<file path="src/rtl/bru_pkg.sv">
// Shared definitions for the ID-stage branch resolver and the jump unit:
// FSM state encoding, PC increment, offset extension and counter helpers.
package bru_pkg;

   // Resolver control states
   typedef enum logic [1:0] {
      ST_RUN   = 2'd0,
      ST_WAIT  = 2'd1,
      ST_REDIR = 2'd2
   } bru_state_e;

   // Byte distance between consecutive instructions
   localparam int unsigned PC_INC = 32'd4;

   // Widest address the offset helper supports
   localparam int unsigned BRU_MAX_W = 32'd64;

   // Saturation ceiling for the statistics counters
   localparam logic [31:0] CNT_MAX = 32'hFFFF_FFFF;

   // Sign-extend the low imm_w bits of imm and convert the word offset to bytes.
   // The value is pushed to the top of the word, then arithmetically shifted
   // back so the original sign bit fills everything above it.
   function automatic logic [BRU_MAX_W-1:0] sext_shl2(
      input logic [BRU_MAX_W-1:0] imm,
      input int unsigned          imm_w
   );
      logic signed [BRU_MAX_W-1:0] ext;
      ext = $signed(imm << (BRU_MAX_W - imm_w));
      ext = ext >>> (BRU_MAX_W - imm_w);
      return $unsigned(ext) << 2;
   endfunction

   // Increment that sticks at the ceiling instead of wrapping
   function automatic logic [31:0] sat_inc(input logic [31:0] v);
      if (v == CNT_MAX) begin
         return v;
      end else begin
         return v + 32'd1;
      end
   endfunction

endpackage

</file>
<file path="src/rtl/br_target_calc.sv">
// Combinational branch target / fall-through adder. Target wraps modulo
// 2^ADDR_W. Shared with the jump unit, so it carries no state.
module br_target_calc
   import bru_pkg::*;
#(
   parameter int unsigned ADDR_W = 32'd32,
   parameter int unsigned IMM_W  = 32'd16
) (
   input  logic [ADDR_W-1:0] pc_i,
   input  logic [IMM_W-1:0]  imm_i,
   output logic [ADDR_W-1:0] target_o,
   output logic [ADDR_W-1:0] fallthrough_o
);

   logic [BRU_MAX_W-1:0] offset;

   // Next-sequential address and PC-relative target of the branch in ID
   always_comb begin
      offset        = sext_shl2(BRU_MAX_W'(imm_i), IMM_W);
      fallthrough_o = pc_i + ADDR_W'(PC_INC);
      target_o      = fallthrough_o + offset[ADDR_W-1:0];
   end

endmodule

</file>
<file path="src/rtl/branch_resolve_unit.sv">
// ID-stage beq resolver: holds the IF/ID valid/PC/prediction, compares the
// forwarded operands, reports the actual outcome to the 2-bit predictor and
// redirects fetch (squashing two wrong-path fetches) on a mispredict.
// Optional build macro BR_STATS_EN adds saturating br_cnt / mispred_cnt outputs.
module branch_resolve_unit
   import bru_pkg::*;
#(
   parameter int unsigned ADDR_W = 32'd32,
   parameter int unsigned IMM_W  = 32'd16
) (
   input  logic              clk,
   input  logic              rst,
   input  logic              if_valid,
   input  logic [ADDR_W-1:0] if_pc,
   input  logic              if_pred_taken,
   input  logic              id_is_beq,
   input  logic [IMM_W-1:0]  id_imm,
   input  logic [31:0]       id_rs_data,
   input  logic [31:0]       id_rt_data,
   input  logic              id_opnd_ready,
   output logic              stall_o,
   output logic              id_valid_o,
   output logic              redirect_valid,
   output logic [ADDR_W-1:0] redirect_pc,
   output logic              bp_update,
   output logic              equal_or_not
`ifdef BR_STATS_EN
   ,
   output logic [31:0]       br_cnt,
   output logic [31:0]       mispred_cnt
`endif
);

   bru_state_e        state_q, state_d;
   logic              id_valid_q, id_valid_d;
   logic [ADDR_W-1:0] id_pc_q, id_pc_d;
   logic              id_pred_q, id_pred_d;
   logic              bp_update_q, bp_update_d;
   logic              equal_or_not_q, equal_or_not_d;
   logic              redirect_valid_q, redirect_valid_d;
   logic [ADDR_W-1:0] redirect_pc_q, redirect_pc_d;

   logic              stall;
   logic              resolve;
   logic              actual;
   logic              mispredict;
   logic              squash;
   logic [ADDR_W-1:0] target;
   logic [ADDR_W-1:0] fallthrough;

   br_target_calc #(
      .ADDR_W (ADDR_W),
      .IMM_W  (IMM_W)
   ) u_target_calc (
      .pc_i          (id_pc_q),
      .imm_i         (id_imm),
      .target_o      (target),
      .fallthrough_o (fallthrough)
   );

   // Stall / resolve / squash decisions for the instruction held in ID
   always_comb begin
      stall      = id_valid_q & id_is_beq & ~id_opnd_ready;
      resolve    = id_valid_q & id_is_beq & id_opnd_ready & (state_q != ST_REDIR);
      actual     = (id_rs_data == id_rt_data);
      mispredict = resolve & (actual != id_pred_q);
      // First wrong-path fetch dies at the resolve edge, second at the REDIR edge
      squash     = mispredict | (state_q == ST_REDIR);
   end

   // State register
   always_ff @(posedge clk) begin
      if (rst) begin
         state_q <= ST_RUN;
      end else begin
         state_q <= state_d;
      end
   end

   // Next-state logic; a mispredict resolved out of WAIT still needs REDIR
   always_comb begin
      state_d = state_q;
      case (state_q)
         ST_RUN: begin
            if (mispredict) begin
               state_d = ST_REDIR;
            end else if (stall) begin
               state_d = ST_WAIT;
            end else begin
               state_d = ST_RUN;
            end
         end
         ST_WAIT: begin
            if (mispredict) begin
               state_d = ST_REDIR;
            end else if (stall) begin
               state_d = ST_WAIT;
            end else begin
               state_d = ST_RUN;
            end
         end
         ST_REDIR: begin
            state_d = ST_RUN;
         end
         default: begin
            state_d = ST_RUN;
         end
      endcase
   end

   // IF/ID capture and next values of the registered outputs
   always_comb begin
      if (stall) begin
         id_valid_d = id_valid_q;
         id_pc_d    = id_pc_q;
         id_pred_d  = id_pred_q;
      end else begin
         id_valid_d = if_valid & ~squash;
         id_pc_d    = if_pc;
         id_pred_d  = if_pred_taken;
      end

      bp_update_d      = resolve;
      redirect_valid_d = mispredict;

      if (resolve) begin
         equal_or_not_d = actual;
      end else begin
         equal_or_not_d = equal_or_not_q;
      end

      if (mispredict) begin
         redirect_pc_d = actual ? target : fallthrough;
      end else begin
         redirect_pc_d = redirect_pc_q;
      end
   end

   // IF/ID pipeline register and registered predictor/fetch outputs
   always_ff @(posedge clk) begin
      if (rst) begin
         id_valid_q       <= 1'b0;
         id_pc_q          <= {ADDR_W{1'b0}};
         id_pred_q        <= 1'b0;
         bp_update_q      <= 1'b0;
         equal_or_not_q   <= 1'b0;
         redirect_valid_q <= 1'b0;
         redirect_pc_q    <= {ADDR_W{1'b0}};
      end else begin
         id_valid_q       <= id_valid_d;
         id_pc_q          <= id_pc_d;
         id_pred_q        <= id_pred_d;
         bp_update_q      <= bp_update_d;
         equal_or_not_q   <= equal_or_not_d;
         redirect_valid_q <= redirect_valid_d;
         redirect_pc_q    <= redirect_pc_d;
      end
   end

   assign stall_o        = stall;
   assign id_valid_o     = id_valid_q;
   assign bp_update      = bp_update_q;
   assign equal_or_not   = equal_or_not_q;
   assign redirect_valid = redirect_valid_q;
   assign redirect_pc    = redirect_pc_q;

`ifdef BR_STATS_EN
   logic [31:0] br_cnt_q, br_cnt_d;
   logic [31:0] mispred_cnt_q, mispred_cnt_d;

   // Count update and redirect pulses, sticking at all-ones
   always_comb begin
      if (bp_update_q) begin
         br_cnt_d = sat_inc(br_cnt_q);
      end else begin
         br_cnt_d = br_cnt_q;
      end
      if (redirect_valid_q) begin
         mispred_cnt_d = sat_inc(mispred_cnt_q);
      end else begin
         mispred_cnt_d = mispred_cnt_q;
      end
   end

   // Statistics counter registers
   always_ff @(posedge clk) begin
      if (rst) begin
         br_cnt_q      <= 32'd0;
         mispred_cnt_q <= 32'd0;
      end else begin
         br_cnt_q      <= br_cnt_d;
         mispred_cnt_q <= mispred_cnt_d;
      end
   end

   assign br_cnt      = br_cnt_q;
   assign mispred_cnt = mispred_cnt_q;
`endif

endmodule

</file>
<file path="config.mk">
export PLATFORM = sky130hd
export DESIGN_NAME = branch_resolve_unit
export DESIGN_NICKNAME = d
export VERILOG_FILES = /design/src/rtl/bru_pkg.sv /design/src/rtl/br_target_calc.sv /design/src/rtl/branch_resolve_unit.sv
export SDC_FILE = /design/constraint.sdc
export NUM_CORES = 1
export LEC_CHECK = 0
export ABC_AREA = 1
export CORE_ASPECT_RATIO = 1.5
export CORE_MARGIN = 1.5
export CORE_UTILIZATION = 40
export DETAILED_ROUTE_END_ITERATION = 10
export PLACE_DENSITY = 0.75
export SETUP_SLACK_MARGIN = 0.15
export SLEW_MARGIN = 20
export SYNTH_ARGS = -nofsm -noshare
export SYNTH_HDL_FRONTEND = slang
export SYNTH_SLANG_ARGS = --single-unit
</file>
<file path="constraint.sdc">
create_clock -name clk -period 2.7 [get_ports clk]
set_clock_uncertainty 0.1 [all_clocks]
set_input_delay 0.54 -clock clk [delete_from_list [all_inputs] [get_ports clk]]
set_output_delay 0.54 -clock clk [all_outputs]
set_load 0.03 [all_outputs]
</file>
==> out/qor.yml, run 1 <==
final_layout:
  fin_area_um2: 11600
  drive_above_1_share: 0.371
  fin_nets: 1597
  fin_cells: 1652
  layout_commonest_cell: "nand2_1"
  fillers: 1183
  syn_to_final_growth_pct: 78.3
  num_antenna_cells: 0
  final_cell_mix: "285 x nand2_1, 188 x buf_4, 153 x clkdlybuf4s50_1"
grt:
  gr-usage-all-layers: 0.301
  grt_overflow: 0
  grt_max_degree: 46
  grt_pass1_wl_um: 40200
  antenna_found_initial: 0
  first_global_vias: 8301
synth:
  synth_warnings: 0
  ys_ff_latch: 71
  synth_top_cell_area_share: 0.218
  syn_nets: 1247
  synthCells: 1091
  yosys_most_used_dff: "dfxtp_1"
  synth_enable_flop_cells: 0
  syn_area_per_cell_um2: 5.98
  yosysTopAreaCell: "dfxtp_1"
  synth_area_leaders: "dfxtp_1 22%, nand2_1 21%, inv_1 9.0%"
  synthArstFlopShare: 0
  synth_area_um2: 6530
  yosysSeqAreaShare: 0.218
  yosys.cell_types.count: 41
placement:
  dp_cells: 1596
  port_buffers: 154
  post-dp-hpwl_um: 18500
  dp_slack_ns: -0.629
  gp_congestion: 0.941
  placed_area_um2: 9500
drt:
  num_vias: 8620
  via_per_inst: 5.22
  post-route-drc-count: 0
  drt-pass1-iter-count: 6
  routedWlPerCell_um: 16.7
  wl_um: 27700
  drt_iter0_markers: 581
  antenna_left: 0
run_status:
  violations: "negative setup slack"
  outcome: "finished, violations left"
timing:
  rsz0062_at_grt: "yes"
  fmax_mhz: 329
  hold_violations: 0
  fin_crit_sh: 1.13
  fin_crit_ns: 3.04
  finalSetupViolCount: 23
  slew_headroom: 0.722
  worst_pin_slew_ns: 0.416
  setup_ws_ns: -0.344
  slew_violations: 0
setup_path:
  worst-path-max-fanout: 4
  end_kind: "flop"
  cp-start-kind: "flop"
  reg2reg_depth: 21
  worstPathArrival_ns: 3.23
  cp_slowest_cell: "dfxtp_2"
  rr_startpoint: "id_pc_q[4]"
  crit_type: "reg -> reg"
  path_cells: "buf_6 > inv_4 > nor3_4 > buf_6 > nand2_4 > nor2_4 > xor2_2 > inv_2 > ha_4 > nand2_4 > buf_4 > nor2_4 > buf_4 > nand2_1 > nor2_1 > nand2_1 > nand4_1 > nand3_2 > nand2_1 > nand2_1 > a21oi_2"
  worst_ep_required_time_ns: 2.89
  ff2ff_setup_slack_ns: -0.34
  r2r_end: "redirect_pc[26]"
  crit_top_cell: "nand2_1"
  critical-path-max-stage-delay_ns: 0.33
die:
  dieHeight_um: 159
  initial_core_util: 0.407
  die_w_um: 107
  die_area_um2: 17100
  core_area_um2: 16000
  num_rows: 57
  pin_count: 155
clocking:
  clk_pin_slew_worst_paths_ns: 0.06
  cts_tree: "built"
  insertion_delay_ns: 0.35
  clockBufferDepth: 2
  ctsRootBufferMaster: "clkbuf_16"
  clock_sinks: 71
  htree_num_levels: 3
  cts_buffers: 9
pwr:
  p_leak_uw: 0.00542
  peakVddDrop_v: 0.000344
  power_density_nw_per_um2: 360
hold_path:
  hold_depth: 1
  hold_end: "state_q[1]"
  hp-class: "reg -> reg"
  hp-start: "state_q[1]"
flow_run:
  maxCapViolations: 0
==> cell families (layout without fill, tap and decap cells) <==
| kind of cell | after synthesis | after routing | share of synthesized area |
|---|---|---|---|
| adders and majority gates | 38 | 38 | 0.0740 |
| and+or+nand+nor | 626 | 626 | 0.410 |
| xor gates and xnor gates | 58 | 58 | 0.0801 |
| buffers and inverters | 184 | 539 | 0.121 |
| AOI/OAI and AO/OA | 114 | 114 | 0.0978 |
| DFF | 71 | 71 | 0.218 |
==> Yosys cell counts, drive strengths merged (2+ instances only) <==
| cell type | number |
|---|---|
| clkinv | 3 |
| nor2 | 144 |
| nand3 | 60 |
| clkbuf | 12 |
| ha | 37 |
| buf | 12 |
| a21oi | 57 |
| dfxtp | 71 |
| nand3b | 11 |
| inv | 157 |
| xor2 | 21 |
| xnor2 | 37 |
| o21ai | 51 |
| nand2 | 375 |
| o211ai | 2 |
| nand4 | 12 |
| nor3 | 21 |
| o31ai | 2 |
==> through the flow <==
stage / hold slack (ns) / setup TNS, ns / total power, µW / util
3_5_place_dp: 0.338 / -9.51 / 2310 / 0.592
2_1_floorplan: 0.314 / 0 / 1710 / -
3_3_place_gp: 0.331 / -8.95 / 2290 / 0.592
5_1_grt: 0.371 / -8.43 / 4360 / 0.725
6_report: 0.350 / -4.84 / 4190 / 0.725
4_1_cts: 0.350 / -2.27 / 3920 / 0.674
==> layout make-up <==
cell class / instances / area, µm² / share of cell area
multi-input combinational: 836 / 5720 / 0.491
timing repair buffer: 363 / 3230 / 0.278
sequential: 71 / 1450 / 0.125
inverter: 160 / 631 / 0.0542
tap: 206 / 258 / 0.0222
clock buffer: 9 / 225 / 0.0194
clock inverter: 7 / 121 / 0.0104
==> worst max-delay path: cells and delay by family (launching register included) <==
kind	cells	cell delay, ns
buffers and inverters	6	0.63
AO/OA/AOI/OAI	1	0.11
flip-flops	1	0.33
XOR/XNOR	1	0.25
AND/OR/NAND/NOR	12	1.22
adder cells (fa/ha/maj)	1	0.32
==> repair_timing <==
item                                   4_1_cts  5_1_grt
endpoints found under the hold margin        0        0
resized for setup                          169      186
pin swaps                                   57      119
cloned                                       0        0
setup endpoints to repair                   25       26
hold buffers                                 0        0
buffers inserted                            29       11
==> per-layer routing <==
| layer | GRT usage | routed length (µm) |
|---|---|---|
| met1 | 0.305 | 9400 |
| met4 | 0.192 | 2310 |
| met2 | 0.563 | 14400 |
| met5 | 0 | 0 |
| met3 | 0.0401 | 1570 |
==> how the worst max path moves through the flow <==
| stage | startpoint | to | slack [ns] | cells after the start |
|---|---|---|---|---|
| 6_report | id_pc_q[4] | redirect_pc[26] | -0.34 | 21 |
| 5_1_grt | id_pc_q[5] | redirect_pc[23] | -0.49 | 21 |
| 4_1_cts | id_pc_q[3] | redirect_pc[15] | -0.16 | 20 |
| 3_5_place_dp | id_pc_q[4] | redirect_pc[28] | -0.63 | 20 |
| 3_3_place_gp | id_pc_q[4] | redirect_pc[28] | -0.64 | 20 |
| 2_1_floorplan | id_pc_q[2] | redirect_pc[26] | 0.15 | 19 |
==> power by group <==
part | switching, µW | internal (µW) | leakage [µW]
clock | 515 | 906 | 0.000170
combinational | 830 | 811 | 0.00466
sequential | 39.5 | 1090 | 0.000587
==> sequential cells by signal, indices dropped and copies added (netlist names) <==
name,count
bp_update,1
id_pred_q,1
equal_or_not,1
redirect_valid,1
state_q,2
redirect_pc,32
id_valid_o,1
id_pc_q,32
Note: power is estimated with default switching activity, not from simulation.
==> run 2, diff against run 1 <==
--- a/config.mk
+++ b/config.mk
@@ -7,7 +7,6 @@
 export LEC_CHECK = 0
 export ABC_AREA = 1
 export CORE_ASPECT_RATIO = 1.5
-export CORE_MARGIN = 1.5
 export CORE_UTILIZATION = 40
 export DETAILED_ROUTE_END_ITERATION = 10
 export PLACE_DENSITY = 0.75
==> out/qor.yml, run 2 (synthesis results as in run 1) <==
run_status:
  outcome: "finished, violations left"
  violations: "negative setup slack"
flow_run:
  maxCapViolations: 0  # unchanged
clocking:
  cts_tree: "built"
  insertion_delay_ns: 0.34  # about the same
  cts_buffers: 9  # unchanged
  clk_pin_slew_worst_paths_ns: 0.06  # about the same
  ctsRootBufferMaster: "clkbuf_16"
  clockBufferDepth: 2  # unchanged
  clock_sinks: 71  # unchanged
  htree_num_levels: 3  # unchanged
drt:
  post-route-drc-count: 0  # unchanged
  via_per_inst: 5.22  # +0.12%
  antenna_left: 0  # unchanged
  drt_iter0_markers: 501  # -14%
  drt-pass1-iter-count: 5  # -1
  wl_um: 27300  # -1.5%
  routedWlPerCell_um: 16.7  # -0.29%
  num_vias: 8526  # -1.1%
hold_path:
  hp-class: "reg -> reg"
final_layout:
  fin_nets: 1581  # -1.0%
  final_cell_mix: "275 x nand2_1, 173 x buf_4, 153 x clkdlybuf4s50_1"
  num_antenna_cells: 0  # unchanged
  fin_cells: 1632  # -1.2%
  drive_above_1_share: 0.365  # -0.00609
  syn_to_final_growth_pct: 75.6
  layout_commonest_cell: "nand2_1"
setup_path:
  cp-start-kind: "flop"
  worstPathArrival_ns: 3.19  # -0.04 ns
  worst-path-max-fanout: 4  # unchanged
  end_kind: "flop"
  worst_ep_required_time_ns: 2.88  # about the same
  crit_type: "reg -> reg"
timing:
  rsz0062_at_grt: "yes"
  setup_ws_ns: -0.313  # +0.0312 ns
  slew_headroom: 0.722  # about the same
  slew_violations: 0  # unchanged
  fmax_mhz: 332  # +1.0%
  fin_crit_sh: 1.12  # -0.0115
  fin_crit_ns: 3.01  # -0.0312 ns
  finalSetupViolCount: 22  # -4.3%
  hold_violations: 0  # unchanged
  worst_pin_slew_ns: 0.417  # +0.00156 ns
placement:
  dp_cells: 1575  # -1.3%
  post-dp-hpwl_um: 18500  # -0.31%
  port_buffers: 154  # unchanged
  gp_congestion: 0.982  # +4.3%
grt:
  busiest_layer: "met2"
  grtUsageMet2: 0.538  # -0.0254
  met1_usage: 0.301  # -0.00425
  grt_overflow: 0  # unchanged
  grtUsageMet3: 0.0340  # -0.00614
  first_global_vias: 7888  # -5.0%
  grt_max_degree: 43  # -6.5%
  antenna_found_initial: 0  # unchanged
  grt_pass1_wl_um: 37700  # -6.2%
  gr-usage-all-layers: 0.290  # -0.0110
die:
  core_area_um2: 15800  # -1.8%
  die_area_um2: 16800  # -1.6%
  pin_count: 155  # unchanged
  dieHeight_um: 158  # -0.63%
  initial_core_util: 0.414  # +0.00726
  die_w_um: 106  # -0.93%
  num_rows: 56  # -1.8%
pwr:
  power_uw: 3980  # -5.0%
  power_density_nw_per_um2: 347  # -3.5%
  peakVddDrop_v: 0.000320  # -6.9%
  p_leak_uw: 0.00525  # -3.1%
run 2: changes by cell type in the layout (fill, tap and decap cells not counted), sizes merged:
| cell | change |
|---|---|
| bufinv | -2 |
| inv | -1 |
| buf | -16 |
| clkbuf | +3 |
| clkinv | -1 |
run 2: path summary, 6_finish.rpt:
kind,start,to,slack (ns),depth (start not counted)
max,id_pc_q[6],redirect_pc[21],-0.31,18
min,redirect_pc[28],redirect_pc[28],0.37,2
max reg2reg,id_pc_q[6],redirect_pc[21],-0.31,18
min reg2reg,redirect_pc[28],redirect_pc[28],0.37,2
run 2: layout make-up:
type | count | area (µm²)
clock buffers | 12 | 246
clock inverters | 3 | 43.8
fillers | 1120 | 4310
inverters | 160 | 627
multi-input cells | 836 | 5710
flip-flops and latches | 71 | 1450
well taps | 203 | 254
repair buffers | 347 | 3130
run 2: per-layer routing:
metal,wire length [µm],vias to the layer above
met5,0,-
met4,2370,0
met3,1600,163
met2,14000,440
met1,9300,3861
li1,-,4062
run 2: metrics by stage:
step / utilization / area [µm²] / hold slack, ns / setup TNS, ns / setup slack, ns
final: 0.727 / 11500 / 0.368 / -3.71 / -0.313
after floorplan: - / 6540 / 0.314 / 0 / 0.150
after global placement: 0.595 / 9390 / 0.331 / -6.02 / -0.429
after detailed placement: 0.595 / 9390 / 0.339 / -7.08 / -0.433
after CTS: 0.666 / 10500 / 0.366 / -1.59 / -0.146
after global routing: 0.727 / 11500 / 0.388 / -6.45 / -0.412
run 2: timing repair:
item,4_1_cts,5_1_grt
buffers inserted,18,24
resized for setup,147,209
endpoints found under the setup margin,25,26
hold buffers,0,0
pin swaps,73,124
run 2: worst max-delay path, stage by stage, from the launching register on:
cell,delay [ns]
dfxtp_4,0.37
nand2_1,0.07
inv_2,0.13
buf_4,0.13
nand4_1,0.12
nor2_2,0.20
xnor2_2,0.19
inv_2,0.08
ha_4,0.33
nand2_4,0.08
nor2_4,0.18
nand3_2,0.11
nand3b_1,0.30
nand2_1,0.14
nand3b_1,0.13
nand3_2,0.07
nand2_1,0.06
nand2_1,0.06
a21oi_2,0.10
run 2: where the power goes:
group	total (µW)	internal, µW	switching, µW
Combinational	1610	788	826
Sequential	1120	1090	37.2
Clock	1240	738	502
Total	3980	2610	1370
